<file path="config.mk">
export PLATFORM = sky130hd
export DESIGN_NAME = grid_sequencer_flat
export DESIGN_NICKNAME = d
export VERILOG_FILES = /design/src/rtl/grid_sequencer_if.sv /design/src/rtl/grid_sequencer.sv /design/src/flat_wrapper.sv
export SDC_FILE = /design/constraint.sdc
export NUM_CORES = 1
export LEC_CHECK = 0
export CAP_MARGIN = 25
export CORE_UTILIZATION = 51
export CTS_CLUSTER_DIAMETER = 30
export CTS_CLUSTER_SIZE = 25
export DETAILED_ROUTE_END_ITERATION = 10
export HOLD_SLACK_MARGIN = 0.06
export PLACE_DENSITY_LB_ADDON = 0.25
export SYNTH_ARGS = -nofsm -noshare
export SYNTH_HDL_FRONTEND = slang
export SYNTH_SLANG_ARGS = --single-unit
export TNS_END_PERCENT = 100
</file>
<file path="constraint.sdc">
create_clock -name clk -period 3.3 [get_ports clk]
set_input_delay 0.66 -clock clk [delete_from_list [all_inputs] [get_ports clk]]
set_output_delay 0.66 -clock clk [all_outputs]
set_load 0.05 [all_outputs]
</file>
<file path="src/rtl/grid_sequencer_if.sv">
// Instruction-memory read port plus the array-wide broadcast bundle of the
// grid sequencer. master = sequencer side, slave = memory/grid side.
interface grid_sequencer_if #(
   parameter int PC_W    = 8,
   parameter int SP_W    = 4,
   parameter int INSTR_W = 32
);
   logic               imem_rd_en;
   logic [PC_W-1:0]    imem_addr;
   logic [INSTR_W-1:0] imem_data;
   logic [INSTR_W-1:0] instruction;
   logic [PC_W-1:0]    next_program_counter;
   logic [SP_W-1:0]    next_stack_pointer;
   logic               global_enable;
   logic               diverge_consensus;

   modport master (
      output imem_rd_en, imem_addr, instruction, next_program_counter,
             next_stack_pointer, global_enable,
      input  imem_data, diverge_consensus
   );

   modport slave (
      input  imem_rd_en, imem_addr, instruction, next_program_counter,
             next_stack_pointer, global_enable,
      output imem_data, diverge_consensus
   );
endinterface

</file>
<file path="src/rtl/grid_sequencer.sv">
// Global control unit for the cellular-automaton array: fetches from a
// synchronous instruction memory, broadcasts each instruction with a one-cycle
// execute strobe, resolves consensus branches and keeps a return stack.
module grid_sequencer #(
   parameter int PC_W    = 8,
   parameter int SP_W    = 4,
   parameter int INSTR_W = 32
) (
   input  logic                clk,
   input  logic                rst,
   input  logic                run,
   input  logic                step,
   grid_sequencer_if.master    bus,
   output logic                halted,
   output logic                error,
   output logic [31:0]         instr_count
);

   typedef enum logic [2:0] {
      S_IDLE, S_FETCH, S_EXEC, S_RESOLVE, S_HALT
   } state_t;

   localparam logic [PC_W-1:0] PC_ONE  = 1;
   localparam logic [SP_W-1:0] SP_ONE  = 1;
   localparam logic [SP_W-1:0] SP_FULL = '1;
   localparam logic [31:0]     CNT_ONE = 1;

   state_t             state_q, state_d;
   logic [PC_W-1:0]    pc_q, pc_d;
   logic [SP_W-1:0]    sp_q, sp_d;
   logic [INSTR_W-1:0] instr_q, instr_d;
   logic [PC_W-1:0]    npc_q, npc_d;
   logic               ge_q, ge_d;
   logic               halted_q, halted_d;
   logic               error_q, error_d;
   logic [31:0]        cnt_q, cnt_d;
   logic               step_flag_q, step_flag_d;

   logic [PC_W-1:0]    stack_q [2**SP_W];
   logic               push_en;
   logic [PC_W-1:0]    push_data;

   logic [3:0]         opcode;
   logic [PC_W-1:0]    target;
   logic               complete;

   assign opcode = bus.imem_data[INSTR_W-1 -: 4];
   assign target = bus.imem_data[PC_W-1:0];

   // Next-state, decode and datapath updates for one sequencer cycle
   always_comb begin
      state_d     = state_q;
      pc_d        = pc_q;
      sp_d        = sp_q;
      instr_d     = instr_q;
      npc_d       = npc_q;
      ge_d        = 1'b0;
      halted_d    = halted_q;
      error_d     = error_q;
      cnt_d       = cnt_q;
      step_flag_d = step_flag_q;
      push_en     = 1'b0;
      push_data   = pc_q + PC_ONE;
      complete    = 1'b0;
      case (state_q)
         S_IDLE: begin
            if (run || step) begin
               state_d     = S_FETCH;
               step_flag_d = step && !run;
            end
         end
         S_FETCH: state_d = S_EXEC;
         S_EXEC: begin
            instr_d = bus.imem_data;
            npc_d   = pc_q;
            case (opcode)
               4'hC: begin
                  pc_d     = target;
                  complete = 1'b1;
               end
               4'hD: begin
                  ge_d    = 1'b1;
                  state_d = S_RESOLVE;
               end
               4'hE: begin
                  if (sp_q == SP_FULL) begin
                     error_d  = 1'b1;
                     halted_d = 1'b1;
                     state_d  = S_HALT;
                  end else begin
                     push_en  = 1'b1;
                     sp_d     = sp_q + SP_ONE;
                     pc_d     = target;
                     complete = 1'b1;
                  end
               end
               4'hF: begin
                  if (bus.imem_data[INSTR_W-5]) begin
                     halted_d = 1'b1;
                     state_d  = S_HALT;
                  end else if (sp_q == '0) begin
                     error_d  = 1'b1;
                     halted_d = 1'b1;
                     state_d  = S_HALT;
                  end else begin
                     sp_d     = sp_q - SP_ONE;
                     pc_d     = stack_q[sp_q - SP_ONE];
                     complete = 1'b1;
                  end
               end
               default: begin
                  ge_d     = 1'b1;
                  pc_d     = pc_q + PC_ONE;
                  complete = 1'b1;
               end
            endcase
         end
         S_RESOLVE: begin
            // Branch target still sits in the broadcast instruction register
            pc_d     = bus.diverge_consensus ? instr_q[PC_W-1:0] : pc_q + PC_ONE;
            complete = 1'b1;
         end
         S_HALT: state_d = S_HALT;
         default: state_d = S_IDLE;
      endcase
      if (complete) begin
         cnt_d       = cnt_q + CNT_ONE;
         state_d     = run ? S_FETCH : S_IDLE;
         step_flag_d = 1'b0;
      end
   end

   // Control and architectural state, aborted immediately by reset
   always_ff @(posedge clk or negedge rst) begin
      if (!rst) begin
         state_q     <= S_IDLE;
         pc_q        <= '0;
         sp_q        <= '0;
         instr_q     <= '0;
         npc_q       <= '0;
         ge_q        <= 1'b0;
         halted_q    <= 1'b0;
         error_q     <= 1'b0;
         cnt_q       <= '0;
         step_flag_q <= 1'b0;
      end else begin
         state_q     <= state_d;
         pc_q        <= pc_d;
         sp_q        <= sp_d;
         instr_q     <= instr_d;
         npc_q       <= npc_d;
         ge_q        <= ge_d;
         halted_q    <= halted_d;
         error_q     <= error_d;
         cnt_q       <= cnt_d;
         step_flag_q <= step_flag_d;
      end
   end

   // Return-address stack; contents need no reset
   always_ff @(posedge clk) begin
      if (push_en) stack_q[sp_q] <= push_data;
   end

   assign bus.imem_rd_en           = (state_q == S_FETCH);
   assign bus.imem_addr            = pc_q;
   assign bus.instruction          = instr_q;
   assign bus.next_program_counter = npc_q;
   assign bus.next_stack_pointer   = sp_q;
   assign bus.global_enable        = ge_q;
   assign halted                   = halted_q;
   assign error                    = error_q;
   assign instr_count              = cnt_q;

endmodule

</file>
<file path="src/flat_wrapper.sv">
// flat-port wrapper written by rule: the top's interface ports become plain ports
module grid_sequencer_flat 
#(
   parameter int PC_W    = 8,
   parameter int SP_W    = 4,
   parameter int INSTR_W = 32
)
  (clk, rst, run, step, halted, error, instr_count, bus_imem_rd_en, bus_imem_addr, bus_instruction, bus_next_program_counter, bus_next_stack_pointer, bus_global_enable, bus_imem_data, bus_diverge_consensus);
  grid_sequencer_if #(.PC_W(PC_W), .SP_W(SP_W), .INSTR_W(INSTR_W)) bus_i ();
  input  logic clk;
  input  logic rst;
  input  logic run;
  input  logic step;
  output logic halted;
  output logic error;
  output logic [31:0] instr_count;
  output wire logic [$bits(bus_i.imem_rd_en)-1:0] bus_imem_rd_en;
  output wire logic [$bits(bus_i.imem_addr)-1:0] bus_imem_addr;
  output wire logic [$bits(bus_i.instruction)-1:0] bus_instruction;
  output wire logic [$bits(bus_i.next_program_counter)-1:0] bus_next_program_counter;
  output wire logic [$bits(bus_i.next_stack_pointer)-1:0] bus_next_stack_pointer;
  output wire logic [$bits(bus_i.global_enable)-1:0] bus_global_enable;
  input wire logic [$bits(bus_i.imem_data)-1:0] bus_imem_data;
  input wire logic [$bits(bus_i.diverge_consensus)-1:0] bus_diverge_consensus;
  assign bus_imem_rd_en = bus_i.imem_rd_en;
  assign bus_imem_addr = bus_i.imem_addr;
  assign bus_instruction = bus_i.instruction;
  assign bus_next_program_counter = bus_i.next_program_counter;
  assign bus_next_stack_pointer = bus_i.next_stack_pointer;
  assign bus_global_enable = bus_i.global_enable;
  assign bus_i.imem_data = bus_imem_data;
  assign bus_i.diverge_consensus = bus_diverge_consensus;
  grid_sequencer #(.PC_W(PC_W), .SP_W(SP_W), .INSTR_W(INSTR_W)) u_core (.clk(clk), .rst(rst), .run(run), .step(step), .bus(bus_i), .halted(halted), .error(error), .instr_count(instr_count));
endmodule
</file>
==> impl_metrics.yaml <==
status:
  status: "finished, final reports clean"
pwr:
  power_frac_seq_pct: 31.6
  pwr_density_cell_nw_per_um2: 1050
  clkPwrFrac_pct: 30.8
  irDropWorstVdd_v: 0.000753
  sw_frac_of_total_pct: 36.9
  p_int_mw: 8.14
  comb_power_share_pct: 37.6
  p_sw_mw: 4.75
  p_leak_nw: 4.66
timing:
  rsz0062_at_grt: "no"
  timing.final.hold_violations: 0
  final_max_slew_viol_count: 0
  slew_headroom_pct: 50.9
  clock_skew_ns: 0.0234
  setup_violations: 0
  fmax_mhz: 337
  worstMarginPinSlew_ns: 0.737
  period_minus_slack_ns: 2.97
  fin_tns_setup_ns: 0
  fin_crit_sh_pct: 89.9
logic_synthesis:
  avgSynthCellArea_um2: 14.8
  syn_inst: 629
  synth-seq-area-share_pct: 65.4
  synthMuxAreaShare_pct: 13.0
  synth_edf_count: 128
  synthXorXnorAreaFrac_pct: 3.95
  synthAdderAreaFrac_pct: 0.940
  yosysWarnings: 0
  ys_async_sr_fraction_pct: 41.3
  ys_top_cells_by_area: "edfxtp_1 (41%), dfrtp_1 (24%), mux4_2 (7.3%), mux2_2 (5.3%), nand2_1 (2.2%)"
  yosys.area.top_type_share_pct: 41.3
  synth_compound_area_share_pct: 4.93
  synth-seq-cells: 218
  synth_top_family_by_area: "multiplexers"
  dominantRegCellSynth: "edfxtp_1"
  syn_area_um2: 9320
  synth.distinct_cells: 63
  yosys.area.top_type: "edfxtp_1"
  synth-simple-area-share_pct: 9.71
floorplanning:
  initial_utilization_pct: 52.0
  dieArea_um2: 18800
  top_level_ports: 125
  die_y_um: 137
  fp-row-count: 49
  chipWidth_um: 137
  core_area_um2: 17900
drt:
  routed_wl_um: 22000
  first_iter_violations: 399
  viasPerCell: 5.78
  wl_per_cell_um: 20.9
  vias: 6100
  ant_nets: 0
  drc: 0
  dr.pass1.iters: 5
layout:
  final_common_cell: "edfxtp_1"
  finish.utilization_pct: 68.6
  layout_common_cells: "edfxtp_1 (128), clkdlybuf4s50_1 (123), dfrtp_1 (89)"
  n_antenna_cell: 0
  drive_gt1_share_pct: 21.8
  syn2layout_area_growth_pct: 31.8
  design_area_um2: 12300
  finalNetCount: 843
cts:
  holdBufCountCts: 0
  h-tree-depth: 2
  post_cts_resized: 0
  clkTransAtPathRegs_ns: 0.05
  numCtsBuffers: 39
  clkSinkCount: 218
  post_cts_buffers: 0
  clockBufferDepth: 3
  cts_root_buf: "clkbuf_16"
  worstSkewPairLatency_ns: 0.52
  cts_tree: "built"
setup_path:
  cp-end-kind: "output port"
  arrival_ns: 2.31
  cp_data_required_time_ns: 2.64
  criticalPathCategory: "reg -> out"
  cp_max_fo: 36
  startpoint_type: "register"
run:
  max-cap-violations: 0
global_routing:
  grt_overflow: 0
  antenna_found_initial: 0
  grt_pass1_vias: 6279
  grt_max_degree: 47
  grt_pass1_wl_um: 33600
  grt_usage_pct: 24.0
place:
  gp_congestion: 0.817
  port_buffers: 124
  place_area_um2: 11000
  place_hpwl_um: 14700
worst_hold_path:
  hold_path.class: "in -> async"
[synthesized netlist by cell type, drive strengths merged, types with 5 or more instances]
library cell  number
edfxtp           128
dfrtp             90
nand2             55
mux2              44
mux4              30
nor2              25
a21oi             23
xnor2             21
xor2              21
nor3              20
clkbuf            16
nand3             15
inv               14
nand4             13
buf               12
and2               9
ha                 7
o21ai              7
and4               6
a221oi             5
or3                5
[routing by layer]
layer | global-route usage (%) | up-vias | share of wire (%)
met3 | 4.19 | 46 | 6.2
met4 | 9.83 | 0 | 2.6
met5 | 0 | - | 0
met2 | 39.7 | 255 | 51
met1 | 31.4 | 3093 | 41
li1 | - | 2706 | -
[worst max-delay path: stages, from the launching register on]
cell,delay (ns)
dfrtp_2,0.37
buf_4,0.51
clkdlybuf4s50_1,0.92
[stage by stage]
stage               setup slack [ns]  hold WS (ns)  cells  power [mW]
finish                         0.335         0.156   1056        12.9
detailed placement             0.291         0.471    987        8.96
global placement               0.416         0.456    985        8.79
global route                   0.207         0.195   1056        13.4
CTS                            0.276         0.166   1056        13.0
floorplan                      0.220         0.364    636        7.32
[layout make-up]
cell class | instances | area (um2)
clock buffer | 44 | 1010
timing repair buffer | 150 | 1450
fill | 1228 | 5620
multi-input combinational | 374 | 3070
clock inverter | 25 | 312
inverter | 16 | 60.1
tap | 229 | 287
sequential | 218 | 6100
[cell families (layout without fill, tap and decap cells)]
family / after synthesis / after routing
compound gates: 65 / 65
other cells: 1 / 8
mux: 78 / 78
fa+ha+maj: 7 / 7
simple gates: 174 / 174
xor+xnor: 42 / 42
buf+inv: 44 / 235
flops: 218 / 218
[sequential cells by signal, summed over array words and instances (netlist names)]
name	count
u_core.bus.next_program_counter	8
u_core.bus.imem_addr	8
u_core.halted	1
u_core.stack_q	128
u_core.bus.next_stack_pointer	4
u_core.instr_count	32
u_core.state_q	3
u_core.bus.instruction	32
u_core.error	1
u_core.bus.global_enable	1
[power by group through the flow]
stage | logic, mW | registers [mW] | clock network, mW
CTS | 4.88 | 4.07 | 4.01
global placement | 4.70 | 4.09 | 0
global route | 5.13 | 4.13 | 4.15
finish | 4.84 | 4.07 | 3.97
detailed placement | 4.85 | 4.11 | 0
floorplan | 2.10 | 5.22 | 0
[worst paths after layout]
path                                                         startpoint                                        endpoint  slack (ns)  cells past startpoint
min in group clk                              u_core.halted$_DFFE_PN0P_                       u_core.halted$_DFFE_PN0P_        0.48                      1
max reg2reg                u_core.bus.next_stack_pointer[1]$_DFFE_PN0P_             u_core.bus.imem_addr[6]$_DFFE_PN0P_        0.55                      8
min                                                                 rst               u_core.instr_count[4]$_DFFE_PN0N_        0.16                      1
max                        u_core.bus.next_stack_pointer[0]$_DFFE_PN0P_                       bus_next_stack_pointer[0]        0.33                      2
min reg2reg                                   u_core.halted$_DFFE_PN0P_                       u_core.halted$_DFFE_PN0P_        0.48                      1
max in group asynchronous                                           rst  u_core.bus.next_program_counter[3]$_DFFE_PN0P_        2.48                      2
Power figures use the tool's default switching activity.
==> RTL edit, RTL diff (same settings) <==
Make the reset (`rst`) synchronous in one clocked block.
--- a/src/rtl/grid_sequencer.sv
+++ b/src/rtl/grid_sequencer.sv
@@ -133,3 +133,3 @@
    // Control and architectural state, aborted immediately by reset
-   always_ff @(posedge clk or negedge rst) begin
+   always_ff @(posedge clk) begin
       if (!rst) begin
Function: differs if rst is asserted again (counterexample within 4 cycles, from zero or initial values and one cycle with rst low); with rst held inactive, the same outputs for 4 cycles.
==> RTL edit against the original RTL <==
Design area rose by 0.66%; critical endpoint is now bus_next_stack_pointer[2]; worst setup slack improved by 0.013 ns; routed wire length rose by 5.0%; sequential share of layout area fell by 4.0 points; area after synthesis rose by 0.51%; global-route usage rose by 0.97 points; clock skew rose by 0.0013 ns; synthesized cell count rose by 24%; sequential cell count did not move; via count rose by 16%; worst hold slack improved by 0.29 ns.
Power is not compared: it rests on default switching activity, and its combinational part moved more than twofold at a synthesized area within 25%.
==> RTL edit: results (changes against the original RTL) <==
Max Used Layer: met4
Compound-Gate Fraction of Synth Area: 0.109 (+0.0599)
Final Non-Filler Cells: 1191 (+13%)
Power in sequential cells: 0.00307 W
Status: finished, final reports clean
Number of library cell types mapped by synthesis: 55 (-13%)
Sequential element share of the synthesized area: 0.603 (-0.0514)
CTS buffer count: 42 (+7.7%)
Share of cells above drive strength 1: 0.138 (-0.0794)
DRT iter0 DRCs: 590 (+48%)
Asr flop ratio synth: 0 (-0.413)
Wl on met1: 9.85 mm (+9.7%)
Area contributors post-synth: edfxtp_1 (41%), dfxtp_1 (19%), mux4_2 (7.7%), nand2_1 (5.2%), a21oi_1 (4.9%)
Largest net degree at the start of global routing: 63 (+34%)
Cell count after placement: 1115 (+13%)
Met1 track demand over resource: 0.330 (+0.0157)
First-pass GRT wire length: 35.5 mm (+5.8%)
Synthesized-area fraction occupied by xor and xnor cells: 0.0103 (-0.0292)
Crit Path Max Fanout: 16 (-56%)
DRT Pass-1 Iters: 7 (+2)
Clk_skew: 0.0247 ns (+0.00129 ns)
DP Worst Slack: 0.477 ns (+0.186 ns)
Routability cong.: 0.900 (+10%)
Post-Route WL: 23.2 mm (+5.0%)
Worst hold path type: flop to flop
Synth cell count leaders: nand2_1 (129), edfxtp_1 (128), a21oi_1 (91)
Slew Limit Headroom: 0.494 (-0.0152)
Mapped Cells: 778 (+24%)
Metal2 WL: 10.8 mm (-2.9%)
Layout net count: 974 (+16%)
Post-DP HPWL: 14.9 mm (+1.4%)
Vias in the first global route: 6745 (+7.4%)
Metal3 WL: 1.78 mm (+31%)
GR Util met2: 0.394 (-0.00311)
Slowest Stage Delay on Critical Path: 0.96 ns (+0.04 ns)
Area share of fa/ha/maj cells after synthesis: 0.00935 (-0.0000477)
Post-synthesis mux area share: 0.0910 (-0.0390)
Met3 Usage GRT: 0.0504 (+0.00855)
Via count: 7087 (+16%)
Placed cell area: 0.0109 mm2 (-0.51%)
## RTL edit: cell types whose count changed in the layout (fill, tap and decap cells not counted), moves of 25 or more
| cell | before | now |
|---|---|---|
| o31ai_1 | 1 | 27 |
| a21oi_1 | 23 | 91 |
| dfxtp_1 | 0 | 89 |
| mux2_2 | 44 | 1 |
| nand2_1 | 55 | 129 |
| or4_1 | 2 | 27 |
| dfrtp_1 | 89 | 0 |
## RTL edit: worst paths after layout
path,end,startpoint,slack [ns]
max,bus_next_stack_pointer[2],u_core.bus.next_stack_pointer[2],0.35
min,u_core.bus.instruction[28],u_core.bus.instruction[28],0.45
max reg2reg,u_core.bus.imem_addr[7],u_core.bus.next_stack_pointer[1],0.50
min reg2reg,u_core.bus.instruction[28],u_core.bus.instruction[28],0.45
## RTL edit: final cells by class
class | instances | area (um2)
clock buffers | 51 | 1120
clock inverters | 25 | 348
fillers | 1307 | 5600
inverters | 13 | 48.8
multi-input cells | 507 | 3460
flip-flops and latches | 218 | 5650
well taps | 229 | 287
repair buffers | 148 | 1460
